`config.mk`:
```
export PLATFORM = sky130hd
export DESIGN_NAME = project_engine_flat
export DESIGN_NICKNAME = d
export VERILOG_FILES = /design/src/rtl/proj_pkg.sv /design/src/rtl/project_engine_if.sv /design/src/rtl/recip_div.sv /design/src/rtl/project_engine.sv /design/src/flat_wrapper.sv
export SDC_FILE = /design/constraint.sdc
export NUM_CORES = 2
export LEC_CHECK = 0
export BUFFER_PORTS_ARGS = -buffer_cell sky130_fd_sc_hd__buf_2
export CELL_PAD_IN_SITES_DETAIL_PLACEMENT = 1
export CELL_PAD_IN_SITES_GLOBAL_PLACEMENT = 2
export CORE_UTILIZATION = 43
export DETAILED_ROUTE_END_ITERATION = 8
export GPL_TIMING_DRIVEN = 0
export PLACE_DENSITY = 0.87
export REMOVE_ABC_BUFFERS = 1
export SKIP_CTS_REPAIR_TIMING = 1
export SLEW_MARGIN = 20
export SYNTH_ARGS = -nofsm -noshare
export SYNTH_HDL_FRONTEND = slang
export SYNTH_HIERARCHICAL = 1
export SYNTH_SLANG_ARGS = --single-unit
```
`constraint.sdc`:
```
create_clock -name Clk -period 77.9 [get_ports Clk]
set_input_delay 15.58 -clock Clk [delete_from_list [all_inputs] [get_ports Clk]]
set_output_delay 15.58 -clock Clk [all_outputs]
set_load 0.01 [all_outputs]
```
`src/rtl/proj_pkg.sv`:
```
// Shared fixed-point types, state encoding and helpers for the projection engine.
package proj_pkg;
  localparam int WI_DEF = 8;
  localparam int WF_DEF = 8;
  localparam int FX_W   = WI_DEF + WF_DEF;

  typedef logic signed [FX_W-1:0] fx_t;
  typedef fx_t  [3:0] vec4_t;
  typedef vec4_t [3:0] mat4_t;

  localparam fx_t FX_ONE = fx_t'(1 << WF_DEF);

  typedef enum logic [2:0] {IDLE, MAC, RECIP, MAP, DONE} state_e;

  // Only the x, y and w rows of the MVP are used; local row 2 is matrix row 3.
  function automatic logic [1:0] mrow(input logic [1:0] r);
    return (r == 2'd2) ? 2'd3 : r;
  endfunction
endpackage

```
`src/rtl/project_engine_if.sv`:
```
// Handshake and data bundle between a triangle producer/consumer and project_engine.
interface project_engine_if #(
  parameter int WI    = 8,
  parameter int WF    = 8,
  parameter int OUT_W = 10
);
  localparam int W = WI + WF;

  logic                             mvp_load;
  logic [15:0][W-1:0]               mvp_in;
  logic                             mvp_ready;
  logic                             tri_valid;
  logic                             tri_ready;
  logic [2:0][2:0][W-1:0]           orig_triangle;
  logic                             out_valid;
  logic                             out_ready;
  logic [2:0][1:0][OUT_W-1:0]       proj_triangle;
  logic [2:0]                       tri_flags;

  modport slave (
    input  mvp_load, mvp_in, tri_valid, orig_triangle, out_ready,
    output mvp_ready, tri_ready, out_valid, proj_triangle, tri_flags
  );
  modport master (
    output mvp_load, mvp_in, tri_valid, orig_triangle, out_ready,
    input  mvp_ready, tri_ready, out_valid, proj_triangle, tri_flags
  );
endinterface

```
`src/rtl/recip_div.sv`:
```
// Sequential restoring divider producing 1/w in fixed point, one quotient bit per cycle.
module recip_div #(
  parameter int WI = 8,
  parameter int WF = 8
) (
  input  logic                    clk_i,
  input  logic                    rst_i,
  input  logic                    start_i,
  input  logic signed [WI+WF-1:0] w_i,
  output logic                    done_o,
  output logic signed [WI+WF-1:0] rw_o
);
  localparam int W  = WI + WF;
  localparam int NB = WI + 2*WF;
  localparam int CW = $clog2(NB);
  localparam logic [CW-1:0] LAST    = CW'(NB-1);
  localparam logic [CW-1:0] ONE_BIT = CW'(WI-1);
  localparam logic [NB-1:0] QMAX    = NB'((1 << (W-1)) - 1);

  logic          busy_q, zero_q;
  logic [CW-1:0] cnt_q, idx;
  logic [W-1:0]  d_q, rem_q, d, rem_in, rem_d;
  logic [NB-1:0] quo_q, quo_in, quo_d;
  logic [W:0]    sh;
  logic          qbit;
  logic signed [W-1:0] rw_q;

  // Dividend is 1<<(2*WF): its single set bit is fed in at shift step WI-1.
  always_comb begin
    d      = d_q;
    rem_in = rem_q;
    idx    = cnt_q;
    quo_in = quo_q;
    if (start_i) begin
      d      = (w_i > 0) ? w_i : W'(1);
      rem_in = '0;
      idx    = '0;
      quo_in = '0;
    end
    sh    = {rem_in, (idx == ONE_BIT)};
    qbit  = (sh >= {1'b0, d});
    rem_d = qbit ? W'(sh - {1'b0, d}) : sh[W-1:0];
    quo_d = {quo_in[NB-2:0], qbit};
  end

  assign done_o = busy_q && (cnt_q == LAST);
  assign rw_o   = rw_q;

  always_ff @(posedge clk_i or posedge rst_i) begin
    if (rst_i) begin
      busy_q <= 1'b0;
      zero_q <= 1'b0;
      cnt_q  <= '0;
      d_q    <= '0;
      rem_q  <= '0;
      quo_q  <= '0;
      rw_q   <= '0;
    end else if (start_i) begin
      busy_q <= 1'b1;
      zero_q <= (w_i <= 0);
      cnt_q  <= CW'(1);
      d_q    <= d;
      rem_q  <= rem_d;
      quo_q  <= quo_d;
    end else if (busy_q) begin
      rem_q <= rem_d;
      quo_q <= quo_d;
      cnt_q <= cnt_q + CW'(1);
      if (done_o) begin
        busy_q <= 1'b0;
        rw_q   <= zero_q ? '0 : (quo_d > QMAX) ? QMAX[W-1:0] : quo_d[W-1:0];
      end
    end
  end
endmodule

```
`src/rtl/project_engine.sv`:
```
// MVP transform + perspective divide + viewport map of one triangle per pass, single MAC.
// Define PROJ_CLIP_EN to clamp screen coordinates to the viewport and flag clamped vertices.
module project_engine
  import proj_pkg::*;
#(
  parameter int WI       = 8,
  parameter int WF       = 8,
  parameter int SCREEN_W = 640,
  parameter int SCREEN_H = 480,
  parameter int OUT_W    = 10
) (
  input  logic             Clk,
  input  logic             Reset,
  project_engine_if.slave  bus
);
  localparam int W  = WI + WF;
  localparam int PW = 2*W;
  localparam int AW = PW + 2;
  localparam int MW = PW + 16;
  localparam logic signed [W-1:0]  ONE  = W'(1 << WF);
  localparam logic signed [AW-1:0] SMAX = AW'((1 << (W-1)) - 1);
  localparam logic signed [AW-1:0] SMIN = -SMAX - AW'(1);

  state_e      state_q, state_d;
  logic [1:0]  v_q, v_d;
  logic [3:0]  k_q, k_d;
  logic        ph_q, ph_d;

  logic [11:0][W-1:0]          mvp_q, work_q;
  logic [2:0][2:0][W-1:0]      vtx_q;
  logic signed [AW-1:0]        acc_q, acc_d, acc_sh;
  logic [2:0][W-1:0]           res_q;
  logic signed [PW-1:0]        xn_q, yn_q, xn_d, yn_d, prod;
  logic [2:0][1:0][OUT_W-1:0]  stage_q, proj_q;
  logic [2:0]                  sflag_q, flag_q;
  logic                        out_valid_q, start_q;
  logic signed [W-1:0]         coef, opnd, acc_sat, rw;
  logic signed [MW-1:0]        sxf, syf;
  logic [OUT_W-1:0]            sx, sy;
  logic [1:0]                  col;
  logic                        rdone, clip, wneg;

  recip_div #(.WI(WI), .WF(WF)) u_recip (
    .clk_i(Clk), .rst_i(Reset), .start_i(start_q),
    .w_i($signed(res_q[2])), .done_o(rdone), .rw_o(rw)
  );

  always_ff @(posedge Clk or posedge Reset) begin
    if (Reset) begin
      state_q <= IDLE;
      v_q     <= '0;
      k_q     <= '0;
      ph_q    <= 1'b0;
    end else begin
      state_q <= state_d;
      v_q     <= v_d;
      k_q     <= k_d;
      ph_q    <= ph_d;
    end
  end

  always_comb begin
    state_d = state_q;
    v_d     = v_q;
    k_d     = k_q;
    ph_d    = ph_q;
    case (state_q)
      IDLE:  if (bus.tri_valid) begin state_d = MAC; v_d = '0; k_d = '0; end
      MAC: begin
        k_d = k_q + 4'd1;
        if (k_q == 4'd11) begin k_d = '0; state_d = RECIP; end
      end
      RECIP: if (rdone) begin state_d = MAP; ph_d = 1'b0; end
      MAP: begin
        ph_d = ~ph_q;
        if (ph_q) begin
          if (v_q == 2'd2) state_d = DONE;
          else begin v_d = v_q + 2'd1; state_d = MAC; end
        end
      end
      DONE:  if (out_valid_q && bus.out_ready) state_d = IDLE;
      default: state_d = IDLE;
    endcase
  end

  // k_q walks row-major over the 12 used coefficients; column 3 multiplies the implied w=1.0.
  assign col = k_q[1:0];
  always_comb begin
    coef = work_q[k_q];
    case (col)
      2'd0:    opnd = vtx_q[v_q][0];
      2'd1:    opnd = vtx_q[v_q][1];
      2'd2:    opnd = vtx_q[v_q][2];
      default: opnd = ONE;
    endcase
    prod    = coef * opnd;
    acc_d   = (col == 2'd0) ? AW'(prod) : acc_q + AW'(prod);
    acc_sh  = acc_d >>> WF;
    acc_sat = (acc_sh > SMAX) ? SMAX[W-1:0] : (acc_sh < SMIN) ? SMIN[W-1:0] : acc_sh[W-1:0];
  end

  assign wneg = ($signed(res_q[2]) <= 0);
  assign xn_d = ($signed(res_q[0]) * rw) >>> WF;
  assign yn_d = ($signed(res_q[1]) * rw) >>> WF;
  assign sxf  = ((MW'(xn_q) + MW'(ONE)) * MW'(SCREEN_W)) >>> (WF+1);
  assign syf  = ((MW'(ONE) - MW'(yn_q)) * MW'(SCREEN_H)) >>> (WF+1);

`ifdef PROJ_CLIP_EN
  localparam logic signed [MW-1:0] XMAX = MW'(SCREEN_W-1);
  localparam logic signed [MW-1:0] YMAX = MW'(SCREEN_H-1);
  always_comb begin
    clip = 1'b0;
    sx   = sxf[OUT_W-1:0];
    sy   = syf[OUT_W-1:0];
    if (sxf < 0)         begin sx = '0; clip = 1'b1; end
    else if (sxf > XMAX) begin sx = OUT_W'(SCREEN_W-1); clip = 1'b1; end
    if (syf < 0)         begin sy = '0; clip = 1'b1; end
    else if (syf > YMAX) begin sy = OUT_W'(SCREEN_H-1); clip = 1'b1; end
  end
`else
  always_comb begin
    clip = 1'b0;
    sx   = sxf[OUT_W-1:0];
    sy   = syf[OUT_W-1:0];
  end
`endif

  always_ff @(posedge Clk or posedge Reset) begin
    if (Reset) begin
      for (int i = 0; i < 12; i++)
        mvp_q[i] <= (mrow(2'(i/4)) == 2'(i%4)) ? ONE : '0;
      work_q      <= '0;
      vtx_q       <= '0;
      acc_q       <= '0;
      res_q       <= '0;
      xn_q        <= '0;
      yn_q        <= '0;
      stage_q     <= '0;
      sflag_q     <= '0;
      proj_q      <= '0;
      flag_q      <= '0;
      out_valid_q <= 1'b0;
      start_q     <= 1'b0;
    end else begin
      start_q <= (state_q == MAC) && (state_d == RECIP);
      case (state_q)
        IDLE: begin
          // The accepted triangle snapshots the matrix held before any same-cycle load.
          if (bus.mvp_load)
            for (int i = 0; i < 12; i++)
              mvp_q[i] <= bus.mvp_in[{mrow(2'(i/4)), 2'(i%4)}];
          if (bus.tri_valid) begin
            vtx_q  <= bus.orig_triangle;
            work_q <= mvp_q;
          end
        end
        MAC: begin
          acc_q <= acc_d;
          if (col == 2'd3) res_q[k_q[3:2]] <= acc_sat;
        end
        MAP: begin
          if (!ph_q) begin
            xn_q <= xn_d;
            yn_q <= yn_d;
          end else begin
            stage_q[v_q] <= {sy, sx};
            sflag_q[v_q] <= wneg | clip;
          end
        end
        DONE: begin
          if (!out_valid_q) begin
            proj_q      <= stage_q;
            flag_q      <= sflag_q;
            out_valid_q <= 1'b1;
          end else if (bus.out_ready) begin
            out_valid_q <= 1'b0;
          end
        end
        default: ;
      endcase
    end
  end

  assign bus.mvp_ready     = (state_q == IDLE);
  assign bus.tri_ready     = (state_q == IDLE);
  assign bus.out_valid     = out_valid_q;
  assign bus.proj_triangle = proj_q;
  assign bus.tri_flags     = flag_q;
endmodule

```
`src/flat_wrapper.sv`:
```
// flat-port wrapper written by rule: the top's interface ports become plain ports
module project_engine_flat import proj_pkg::*;
#(
  parameter int WI       = 8,
  parameter int WF       = 8,
  parameter int SCREEN_W = 640,
  parameter int SCREEN_H = 480,
  parameter int OUT_W    = 10
)
  (Clk, Reset, bus_mvp_load, bus_mvp_in, bus_tri_valid, bus_orig_triangle, bus_out_ready, bus_mvp_ready, bus_tri_ready, bus_out_valid, bus_proj_triangle, bus_tri_flags);
  project_engine_if #(.WI(WI), .WF(WF), .OUT_W(OUT_W)) bus_i ();
  input  logic Clk;
  input  logic Reset;
  input wire logic [$bits(bus_i.mvp_load)-1:0] bus_mvp_load;
  input wire logic [$bits(bus_i.mvp_in)-1:0] bus_mvp_in;
  input wire logic [$bits(bus_i.tri_valid)-1:0] bus_tri_valid;
  input wire logic [$bits(bus_i.orig_triangle)-1:0] bus_orig_triangle;
  input wire logic [$bits(bus_i.out_ready)-1:0] bus_out_ready;
  output wire logic [$bits(bus_i.mvp_ready)-1:0] bus_mvp_ready;
  output wire logic [$bits(bus_i.tri_ready)-1:0] bus_tri_ready;
  output wire logic [$bits(bus_i.out_valid)-1:0] bus_out_valid;
  output wire logic [$bits(bus_i.proj_triangle)-1:0] bus_proj_triangle;
  output wire logic [$bits(bus_i.tri_flags)-1:0] bus_tri_flags;
  assign bus_i.mvp_load = bus_mvp_load;
  assign bus_i.mvp_in = bus_mvp_in;
  assign bus_i.tri_valid = bus_tri_valid;
  assign bus_i.orig_triangle = bus_orig_triangle;
  assign bus_i.out_ready = bus_out_ready;
  assign bus_mvp_ready = bus_i.mvp_ready;
  assign bus_tri_ready = bus_i.tri_ready;
  assign bus_out_valid = bus_i.out_valid;
  assign bus_proj_triangle = bus_i.proj_triangle;
  assign bus_tri_flags = bus_i.tri_flags;
  project_engine #(.WI(WI), .WF(WF), .SCREEN_W(SCREEN_W), .SCREEN_H(SCREEN_H), .OUT_W(OUT_W)) u_core (.Clk(Clk), .Reset(Reset), .bus(bus_i));
endmodule
```
==> impl_metrics.json <==
{
  "run_status": "complete, but fails checks",
  "violations": "design-rule violations",
  "total_core_area_mm2": 0.144,
  "routed-via-count": 44904,
  "worst_hold_path_type": "reg -> reg",
  "synth_seq_area_share_pct": 34.3,
  "syn_area_mm2": 0.0622,
  "max-cap-violations": 0,
  "initial_core_util_pct": 43.3,
  "route.antenna.remaining_nets": 0,
  "critPathCaptureType": "primary output",
  "maximum_number_of_pins_on_one_net_before_global_route_repair": 106,
  "most_common_library_cell_in_the_layout_ignoring_fill_and_taps": "sky130_fd_sc_hd__nand2_1",
  "wl_met3_um": 5250,
  "final-instance-count-excl-fill": 8629,
  "drc_violation_total_after_the_first_tritonroute_iteration": 1881,
  "clk-insertion-delay-late_ns": 0.72,
  "holdCritStartpoint": "u_core/mvp_q[93]",
  "cts_inserted_buffers": 97,
  "nNetsFinal": 7913,
  "ys_seq_elements": 852,
  "final_layout_size_suffix_gt1_share_pct": 16.9,
  "syn-instance-count": 6359,
  "std_cell_rows": 139,
  "commonest_non_fill_non_tap_cells_in_the_layout": "sky130_fd_sc_hd__nand2_1 (1484), sky130_fd_sc_hd__dfrtp_1 (832), sky130_fd_sc_hd__inv_1 (780), sky130_fd_sc_hd__fa_1 (580), sky130_fd_sc_hd__buf_2 (406)",
  "timing.slew.headroom_pct": 24.1,
  "post-dp-hpwl_um": 125000,
  "top_signal_layer_used": "met5",
  "grt_pass1_vias": 50417,
  "critical_path.reg2reg.endpoint": "u_core/res_q[26]",
  "min_delay_worst_endpoint": "u_core/work_q[93]",
  "worst-endpoint-required_ns": 62.32,
  "final-max-slew-violation-count": 0,
  "timing.fmax_mhz": 56.3,
  "cts_tree": "built",
  "hold-path-cell-count": 2,
  "grt.overflow.total": 0,
  "cts.clk_slew.worst_paths_ns": 0.06,
  "detailroute.wirelength.met2_um": 86400,
  "worst-r2r-setup-slack_ns": 65.05,
  "dieHeight_um": 382,
  "crit_path_max_fanout": 9,
  "drtPass1Iterations": 7,
  "startpoint_class": "register",
  "wirelength_met1_um": 69200,
  "number_of_antenna_violations_at_the_first_check_in_global_routing": 42,
  "timing.reg2reg.worst_path_depth": 37,
  "yosys.cell_types.count": 110,
  "worst-endpoint-arrival_ns": 2.17,
  "wl_per_cell_um": 19.2,
  "h_tree_level_count": 3,
  "final-setup-viol-count": 0,
  "timing.clock.skew_ns": 0.0787,
  "final.min_clock_period_ns": 17.75,
  "clock-root-buffer": "sky130_fd_sc_hd__clkbuf_16",
  "post_drt_via_cell_ratio": 5.20,
  "hold_violations": 0,
  "placed_insts": 8421,
  "postSynth.asyncResetShare_pct": 100,
  "floorplan.io_pins": 471,
  "total_detailed_routing_wirelength_um": 166000,
  "p_r_area_growth_vs_syn_pct": 12.9,
  "rsz_0062_raised_after_global_routing": "no",
  "criticalPathCategory": "reg -> out",
  "synthFlopType": "sky130_fd_sc_hd__dfrtp_1",
  "dr_drc_count": 26,
  "clock_path_buffers": 3,
  "synth_area_per_cell_um2": 9.78,
  "place.gp.congestion": 0.839,
  "timing.setup.tns_ns": 0,
  "die_x_um": 382,
  "grtUsageTotal_pct": 23.3,
  "cts_sinks": 852,
  "first_pass_grt_wire_length_um": 273000,
  "io_buffer_count": 406,
  "number_of_enable_flip_flop_cells_after_synthesis": 0,
  "worst_slew_pin_slew_ns": 1.14,
  "yosys_warnings": 6,
  "design.die.area_mm2": 0.146,
  "fin_crit_sh_pct": 22.8,
  "reg2reg_from": "u_core/k_q[3]"
}
how the worst max path moves through the flow:
stage / start / to / slack [ns] / cells after the start
floorplan: Reset / u_core/acc_q[0] / 40.60 / 1
finish: u_core/state_q[0] / bus_mvp_ready / 60.15 / 2
CTS: u_core/state_q[0] / bus_tri_ready / 60.04 / 2
detailed placement: Reset / u_core/mvp_q[167] / 59.99 / 7
global route: u_core/state_q[0] / bus_mvp_ready / 60.03 / 2
global placement: Reset / u_core/mvp_q[135] / 30.78 / 2
synth_stat cells, types with 33 or more instances:
cell type / instances / area [um2]
sky130_fd_sc_hd__a21oi_1: 154 / 771
sky130_fd_sc_hd__o22a_1: 49 / 429
sky130_fd_sc_hd__inv_1: 782 / 2940
sky130_fd_sc_hd__and2_1: 197 / 1230
sky130_fd_sc_hd__mux2_2: 345 / 3880
sky130_fd_sc_hd__nand2_1: 1488 / 5590
sky130_fd_sc_hd__clkbuf_1: 268 / 1010
sky130_fd_sc_hd__nand2b_1: 50 / 313
sky130_fd_sc_hd__mux2i_1: 69 / 691
sky130_fd_sc_hd__dfrtp_1: 849 / 21200
sky130_fd_sc_hd__mux4_2: 40 / 901
sky130_fd_sc_hd__xnor2_1: 140 / 1230
sky130_fd_sc_hd__nor2b_1: 55 / 344
sky130_fd_sc_hd__o21ai_0: 121 / 606
sky130_fd_sc_hd__fa_1: 580 / 11600
sky130_fd_sc_hd__ha_1: 311 / 3890
sky130_fd_sc_hd__xor2_1: 47 / 412
sky130_fd_sc_hd__a21o_1: 43 / 323
sky130_fd_sc_hd__nor2_1: 308 / 1160
sky130_fd_sc_hd__nand3_1: 33 / 165
state kept, by name (all words and copies together), names as in the netlist, 12 cells and up:
| register | flops |
|---|---|
| u_core/mvp_q | 192 |
| u_core/work_q | 192 |
| u_core/vtx_q | 144 |
| u_core/bus.proj_triangle | 60 |
| u_core/stage_q | 60 |
| u_core/res_q | 48 |
| u_core/acc_q | 34 |
| u_core/u_recip/quo_q | 23 |
| u_core/u_recip/d_q | 16 |
| u_core/u_recip/rem_q | 16 |
| u_core/u_recip/rw_o | 16 |
| u_core/yn_q | 14 |
| u_core/xn_q | 12 |
cells by family (layout without fill, tap and decap cells):
family,Yosys count,in the layout,synth area share [%]
other cells,0,29,0
xor+xnor,188,188,2.68
mux,463,463,8.98
buf+inv,1088,1426,6.75
flops,852,852,34.3
simple gates,2259,2259,15.6
compound gates,617,617,6.76
fa+ha+maj,892,892,24.9
final cells by class:
| class | count | area (um2) |
|---|---|---|
| clock inverter | 52 | 746 |
| sequential | 852 | 21400 |
| inverter | 784 | 2950 |
| timing repair buffer | 463 | 3220 |
| multi-input combinational | 4419 | 36800 |
| fill | 16219 | 73400 |
| tap | 1903 | 2380 |
| clock buffer | 127 | 2680 |
| antenna | 29 | 72.6 |
critical path: stages (launching register included):
cell and delay (ns):
sky130_fd_sc_hd__dfrtp_1 0.46, sky130_fd_sc_hd__nor3_1 0.73, sky130_fd_sc_hd__buf_2 0.26
per-layer routing:
| metal | global-route usage [%] | vias to the layer above |
|---|---|---|
| met1 | 28.6 | 23247 |
| met4 | 7.39 | 16 |
| li1 | - | 20694 |
| met5 | 0 | - |
| met3 | 3.19 | 267 |
| met2 | 41.9 | 680 |
stage by stage:
stage          setup slack, ns  instance area [um2]  utilization (%)  hold slack, ns
6_report                 60.15                70200             48.9           0.461
5_1_grt                  60.03                70200             48.9           0.489
4_1_cts                  60.04                70100             48.8           0.469
3_5_place_dp             59.99                66700             46.4           0.452
3_3_place_gp             30.78                65400             45.5           0.447
2_1_floorplan            40.60                61000                -           0.435
Power is not shown: default switching activity piles up to over one toggle a cycle in this logic, so the estimate is an artifact.
